## src/rtl/gray_pkg.sv

```systemverilog
// ---------------------------------------------------------------------------
// gray_pkg
// Shared definitions for the binary/Gray converter family.
//   GRAY_WIDTH_DEF : default code word width.
//   bin2gray(x)    : 32-bit binary-to-Gray reference conversion.
//   gray2bin(x)    : 32-bit Gray-to-binary reference conversion.
// Narrower users zero-extend to 32 bits, call the function and keep the low
// WIDTH bits. Leading zeros are a fixed point of both conversions, so the
// slice is exact for any width.
// ---------------------------------------------------------------------------
package gray_pkg;

  localparam int GRAY_WIDTH_DEF = 4;
  localparam int GRAY_WIDTH_MAX = 32;

  function automatic logic [GRAY_WIDTH_MAX-1:0] bin2gray(
    input logic [GRAY_WIDTH_MAX-1:0] x
  );
    return x ^ (x >> 1);
  endfunction

  // Prefix XOR from the MSB down: each binary bit is the parity of all Gray
  // bits at or above it.
  function automatic logic [GRAY_WIDTH_MAX-1:0] gray2bin(
    input logic [GRAY_WIDTH_MAX-1:0] x
  );
    logic [GRAY_WIDTH_MAX-1:0] r;
    r[GRAY_WIDTH_MAX-1] = x[GRAY_WIDTH_MAX-1];
    for (int i = GRAY_WIDTH_MAX - 2; i >= 0; i--) begin
      r[i] = r[i+1] ^ x[i];
    end
    return r;
  endfunction

endpackage

```

## src/rtl/bi_gray_conv_if.sv

```systemverilog
// ---------------------------------------------------------------------------
// bi_gray_conv_if
// Word-stream bus for the binary/Gray converter.
//   in_valid  : input word qualifier
//   dir       : 0 = binary->Gray, 1 = Gray->binary
//   b         : input word
//   g         : registered converted word
//   out_valid : one-cycle strobe per converted word
// master drives the request side (in_valid/dir/b), slave drives the result.
// ---------------------------------------------------------------------------
interface bi_gray_conv_if
  import gray_pkg::*;
#(
  parameter int WIDTH = GRAY_WIDTH_DEF
);

  logic             in_valid;
  logic             dir;
  logic [WIDTH-1:0] b;
  logic [WIDTH-1:0] g;
  logic             out_valid;

  modport master (
    output in_valid,
    output dir,
    output b,
    input  g,
    input  out_valid
  );

  modport slave (
    input  in_valid,
    input  dir,
    input  b,
    output g,
    output out_valid
  );

endinterface

```

## src/rtl/gray_xor_core.sv

```systemverilog
// ---------------------------------------------------------------------------
// gray_xor_core
// Combinational conversion network: both XOR networks plus a direction mux.
//   dir  in  1     : 0 = binary->Gray, 1 = Gray->binary
//   din  in  WIDTH : input word
//   dout out WIDTH : converted word
// ---------------------------------------------------------------------------
module gray_xor_core
  import gray_pkg::*;
#(
  parameter int WIDTH = GRAY_WIDTH_DEF
) (
  input  logic             dir,
  input  logic [WIDTH-1:0] din,
  output logic [WIDTH-1:0] dout
);

  logic [WIDTH-1:0] b2g;
  logic [WIDTH-1:0] g2b;

  // The package functions are 32 bits wide; zero-extend in, truncate out.
  assign b2g  = WIDTH'(bin2gray(GRAY_WIDTH_MAX'(din)));
  assign g2b  = WIDTH'(gray2bin(GRAY_WIDTH_MAX'(din)));
  assign dout = dir ? g2b : b2g;

endmodule

```

## src/rtl/bi_gray_conv.sv

```systemverilog
// ---------------------------------------------------------------------------
// bi_gray_conv
// Registered, width-parameterized binary/Gray converter, latency 1, one word
// per cycle, no backpressure.
//   clk   in : clock, rising edge
//   rst_n in : asynchronous active-low reset; clears g and out_valid
//   bus      : bi_gray_conv_if slave (in_valid, dir, b -> g, out_valid)
// g holds its last value on cycles without in_valid; out_valid follows
// in_valid one cycle later.
// ---------------------------------------------------------------------------
module bi_gray_conv
  import gray_pkg::*;
#(
  parameter int WIDTH = GRAY_WIDTH_DEF
) (
  input  logic                clk,
  input  logic                rst_n,
  bi_gray_conv_if.slave       bus
);

  logic [WIDTH-1:0] conv_p0;
  logic [WIDTH-1:0] g_p1;
  logic             vld_p1;

  gray_xor_core #(
    .WIDTH (WIDTH)
  ) u_core (
    .dir  (bus.dir),
    .din  (bus.b),
    .dout (conv_p0)
  );

  // p0 -> p1: output register, loaded only on accepted words
  always_ff @(posedge clk or negedge rst_n) begin
    if (!rst_n) begin
      g_p1   <= '0;
      vld_p1 <= 1'b0;
    end else begin
      vld_p1 <= bus.in_valid;
      if (bus.in_valid) begin
        g_p1 <= conv_p0;
      end
    end
  end

  assign bus.g         = g_p1;
  assign bus.out_valid = vld_p1;

endmodule

```

## src/flat_wrapper.sv

```systemverilog
// flat-port wrapper written by rule: the top's interface ports become plain ports
module bi_gray_conv_flat import gray_pkg::*;
#(
  parameter int WIDTH = GRAY_WIDTH_DEF
)
  (clk, rst_n, bus_in_valid, bus_dir, bus_b, bus_g, bus_out_valid);
  bi_gray_conv_if #(.WIDTH(WIDTH)) bus_i ();
  input  logic clk;
  input  logic rst_n;
  input wire logic [$bits(bus_i.in_valid)-1:0] bus_in_valid;
  input wire logic [$bits(bus_i.dir)-1:0] bus_dir;
  input wire logic [$bits(bus_i.b)-1:0] bus_b;
  output wire logic [$bits(bus_i.g)-1:0] bus_g;
  output wire logic [$bits(bus_i.out_valid)-1:0] bus_out_valid;
  assign bus_i.in_valid = bus_in_valid;
  assign bus_i.dir = bus_dir;
  assign bus_i.b = bus_b;
  assign bus_g = bus_i.g;
  assign bus_out_valid = bus_i.out_valid;
  bi_gray_conv #(.WIDTH(WIDTH)) u_core (.clk(clk), .rst_n(rst_n), .bus(bus_i));
endmodule
```

## config.mk

```make
export PLATFORM = sky130hd
export DESIGN_NAME = bi_gray_conv_flat
export DESIGN_NICKNAME = d
export VERILOG_FILES = /design/src/rtl/gray_pkg.sv /design/src/rtl/bi_gray_conv_if.sv /design/src/rtl/gray_xor_core.sv /design/src/rtl/bi_gray_conv.sv /design/src/flat_wrapper.sv
export SDC_FILE = /design/constraint.sdc
export NUM_CORES = 1
export LEC_CHECK = 0
export ABC_AREA = 0
export CORE_AREA = 2 2 39 41
export CTS_BUF_LIST = sky130_fd_sc_hd__clkbuf_2 sky130_fd_sc_hd__clkbuf_4 sky130_fd_sc_hd__clkbuf_8
export CTS_CLUSTER_DIAMETER = 120
export DETAILED_ROUTE_END_ITERATION = 16
export DIE_AREA = 0 0 41 43
export PLACE_DENSITY = 0.52
export SYNTH_ARGS = -nofsm -noshare
export SYNTH_HDL_FRONTEND = slang
export SYNTH_SLANG_ARGS = --single-unit
```

## constraint.sdc

```tcl
create_clock -name clk -period 1 [get_ports clk]
set_input_delay 0.2 -clock clk [delete_from_list [all_inputs] [get_ports clk]]
set_output_delay 0.2 -clock clk [all_outputs]
set_load 0.03 [all_outputs]
```

==> metrics.cfg <==
[outcome]
outcome = finished, final reports clean

[clock_network]
cts_tree = done
clk_pin_slew_ns = 0.05
cts_max_level = 1
clock_latency_ns = 0.24
clock-root-buffer = clkbuf_4
numCtsBuffers = 3
clk_path_buf_depth = 2
postCtsHoldBufs = 0
cts.sinks = 5

[power_and_ir_drop]
pwr-share-clk_pct = 36.9
powerDensity_nw_per_um2 = 1680
internal_power_mw = 0.510
sequentialPowerShare_pct = 34.6
vdd_ir_drop_max_uv = 609
p_leak_nw = 0.201
switching_power_mw = 0.198
p_comb_share_pct = 28.5
finalPower_mw = 0.708
switching_share_pct = 27.9

[place]
post-place-cells = 51
gp_congestion = 0.600
dp_hpwl_um = 408
preCtsSetupSlack_ns = -0.383
io_buffers = 12

[timing]
fin_ws_ns = 0.0198
tightest_slew_ns = 0.255
period_share_pct = 98.0
hold_viol_final = 0
slew-limit-headroom_pct = 82.9
final-setup-viol-count = 0
finalClockSkew_ns = 0
drv_slew = 0
max_freq_mhz = 1020
layout_min_cycle_time_ns = 0.980
rsz0062_at_grt = yes

[setup_path]
critPathLaunch = bus_dir
r2r_start = u_core.bus.g[0]
required_ns = 1.12
reg2regPathDepth = 3
rr_endpoint = u_core.bus.g[0]
cpPeakStageDelay_ns = 0.47
crit_path_max_fanout = 2
cp_top_family = buffers and inverters
worst-path-buf-inv = 1
cp_slowest_cell = clkdlybuf4s50_1
critical_path_class = input port to register
start_kind = input port
regToRegSetupSlack_ns = 0.23
end_kind = register
arrival_ns = 1.10
cp_cell_sequence = clkdlybuf4s50_1, nand2_1, xnor2_1, mux2_2

[floorplanning]
rows = 14
die_w_um = 41
fp.dieArea_um2 = 1760
die_h_um = 43
start_util_pct = 16.5
ios = 13
core_area_um2 = 1380

[yosys]
yosysMostFrequentCell = dfrtp_1
synth_edf_count = 0
ys.flop_type = dfrtp_1
syn-cell-area_um2 = 229
ys_warn_count = 0
synth.yosys.seq_area_share_pct = 54.6
yosysTopAreaCell = dfrtp_1
syn_avg_cell_area_um2 = 11.4
synth-seq-cells = 5
ys_types = 11
syn_nets = 28
synth_top_area_share_pct = 54.6
synth_top_cells_by_area = dfrtp_1, mux2_2, xnor2_1
synthCells = 20
async_flop_share_pct = 100

[cells_and_area]
fin_util_pct = 30.5
syn2layout_area_growth_pct = 84.2
drive_above_1_share_pct = 37.5
finalNonFillerCells = 56
diodes = 0
fin_nets = 49

[global_routing]
grt_pass1_vias = 186
grt-ovfl-total = 0
gr-usage-all-layers_pct = 7.06
grt_pass1_wl_um = 765
antenna_found_initial = 0
grt_max_degree = 6

[drt]
wl_um = 480
viasPerCell = 3.71
drt_iter0_drc = 0
wire_per_inst_um = 8.57
first_pass_iters = 1
dr_total_vias = 208
postRouteAntennaNets = 0
route.detailed.drc = 0

[min_path]
worstHoldPathType = input port to asynchronous set/reset pin

[job]
drv_cap = 0

[area by class of cell]
type	count	area, um^2
fillers	152	962
well taps	16	20.0
multi-input cells	13	96.3
repair buffers	16	143
flip-flops and latches	5	125
inverters	2	7.51
clock buffers	4	30.0
[worst reg2reg max path: cells and delay by family (launching register included)]
kind	cells	cell delay, ns
DFF	1	0.38
buffers and inverters	1	0.13
AOI/OAI and AO/OA	1	0.08
and+or+nand+nor	1	0.05
[state kept, by name, indices dropped and copies added (netlist names)]
name	flops
u_core.bus.out_valid	1
u_core.bus.g	4
[power by group through the flow]
stage / logic, mW / clock network, mW / registers (mW)
finish: 0.202 / 0.261 / 0.245
global route: 0.217 / 0.287 / 0.247
CTS: 0.188 / 0.277 / 0.243
detailed placement: 0.191 / 0 / 0.245
global placement: 0.189 / 0 / 0.243
floorplan: 0.0439 / 0 / 0.296
[worst max-delay path by stage]
stage / end / cells past startpoint / slack [ns]
2_1_floorplan: u_core.bus.g[3] / 1 / 0.12
3_3_place_gp: u_core.bus.g[1] / 4 / -0.36
3_5_place_dp: u_core.bus.g[1] / 4 / -0.38
4_1_cts: bus_g[3] / 1 / 0.003
5_1_grt: bus_g[3] / 1 / -0.01
6_report: u_core.bus.g[1] / 4 / 0.02
[metrics by stage]
| step | cell area, um^2 | TNS (ns) | hold slack, ns |
|---|---|---|---|
| after floorplan | 229 | 0 | -0.0956 |
| after global placement | 379 | -1.28 | 0.432 |
| after detailed placement | 379 | -1.35 | 0.439 |
| after CTS | 407 | 0 | 0.171 |
| after global routing | 422 | -0.0111 | 0.188 |
| final | 422 | 0 | 0.176 |
[cell families (layout without fill, tap and decap cells)]
group	after synthesis	count (layout)	share of synthesized area, %
xor gates and xnor gates	4	4	15.3
DFF	5	5	54.6
buffers and inverters	2	22	3.28
and+or+nand+nor	4	4	7.65
muxes	2	2	9.84
AOI/OAI and AO/OA	3	3	9.29
[layout by cell type, fill, tap and decap left out, drive strengths merged]
cell type	n
xor2	2
a21oi	1
inv	2
or2	1
o311ai	1
mux2	2
xnor2	2
buf	9
dfrtp	5
nand2	2
clkdlybuf4s50	2
o211ai	1
clkbuf	4
dlygate4sd2	5
nor2	1
[what timing repair did]
action                                  CTS  global route
buffers inserted                          0             1
gates resized for setup                   6             2
endpoints found under the hold margin     0             0
pin swaps                                 3             1
endpoints found under the setup margin    5             4
[routing by layer]
| layer | vias to the layer above | share of wire, % | track usage (%) |
|---|---|---|---|
| met1 | 89 | 42 | 8.14 |
| met4 | 0 | 0 | 2.00 |
| met2 | 14 | 42 | 8.13 |
| li1 | 105 | - | - |
| met3 | 0 | 16 | 8.38 |
| met5 | - | 0 | 0 |
Power figures use the tool's default switching activity.
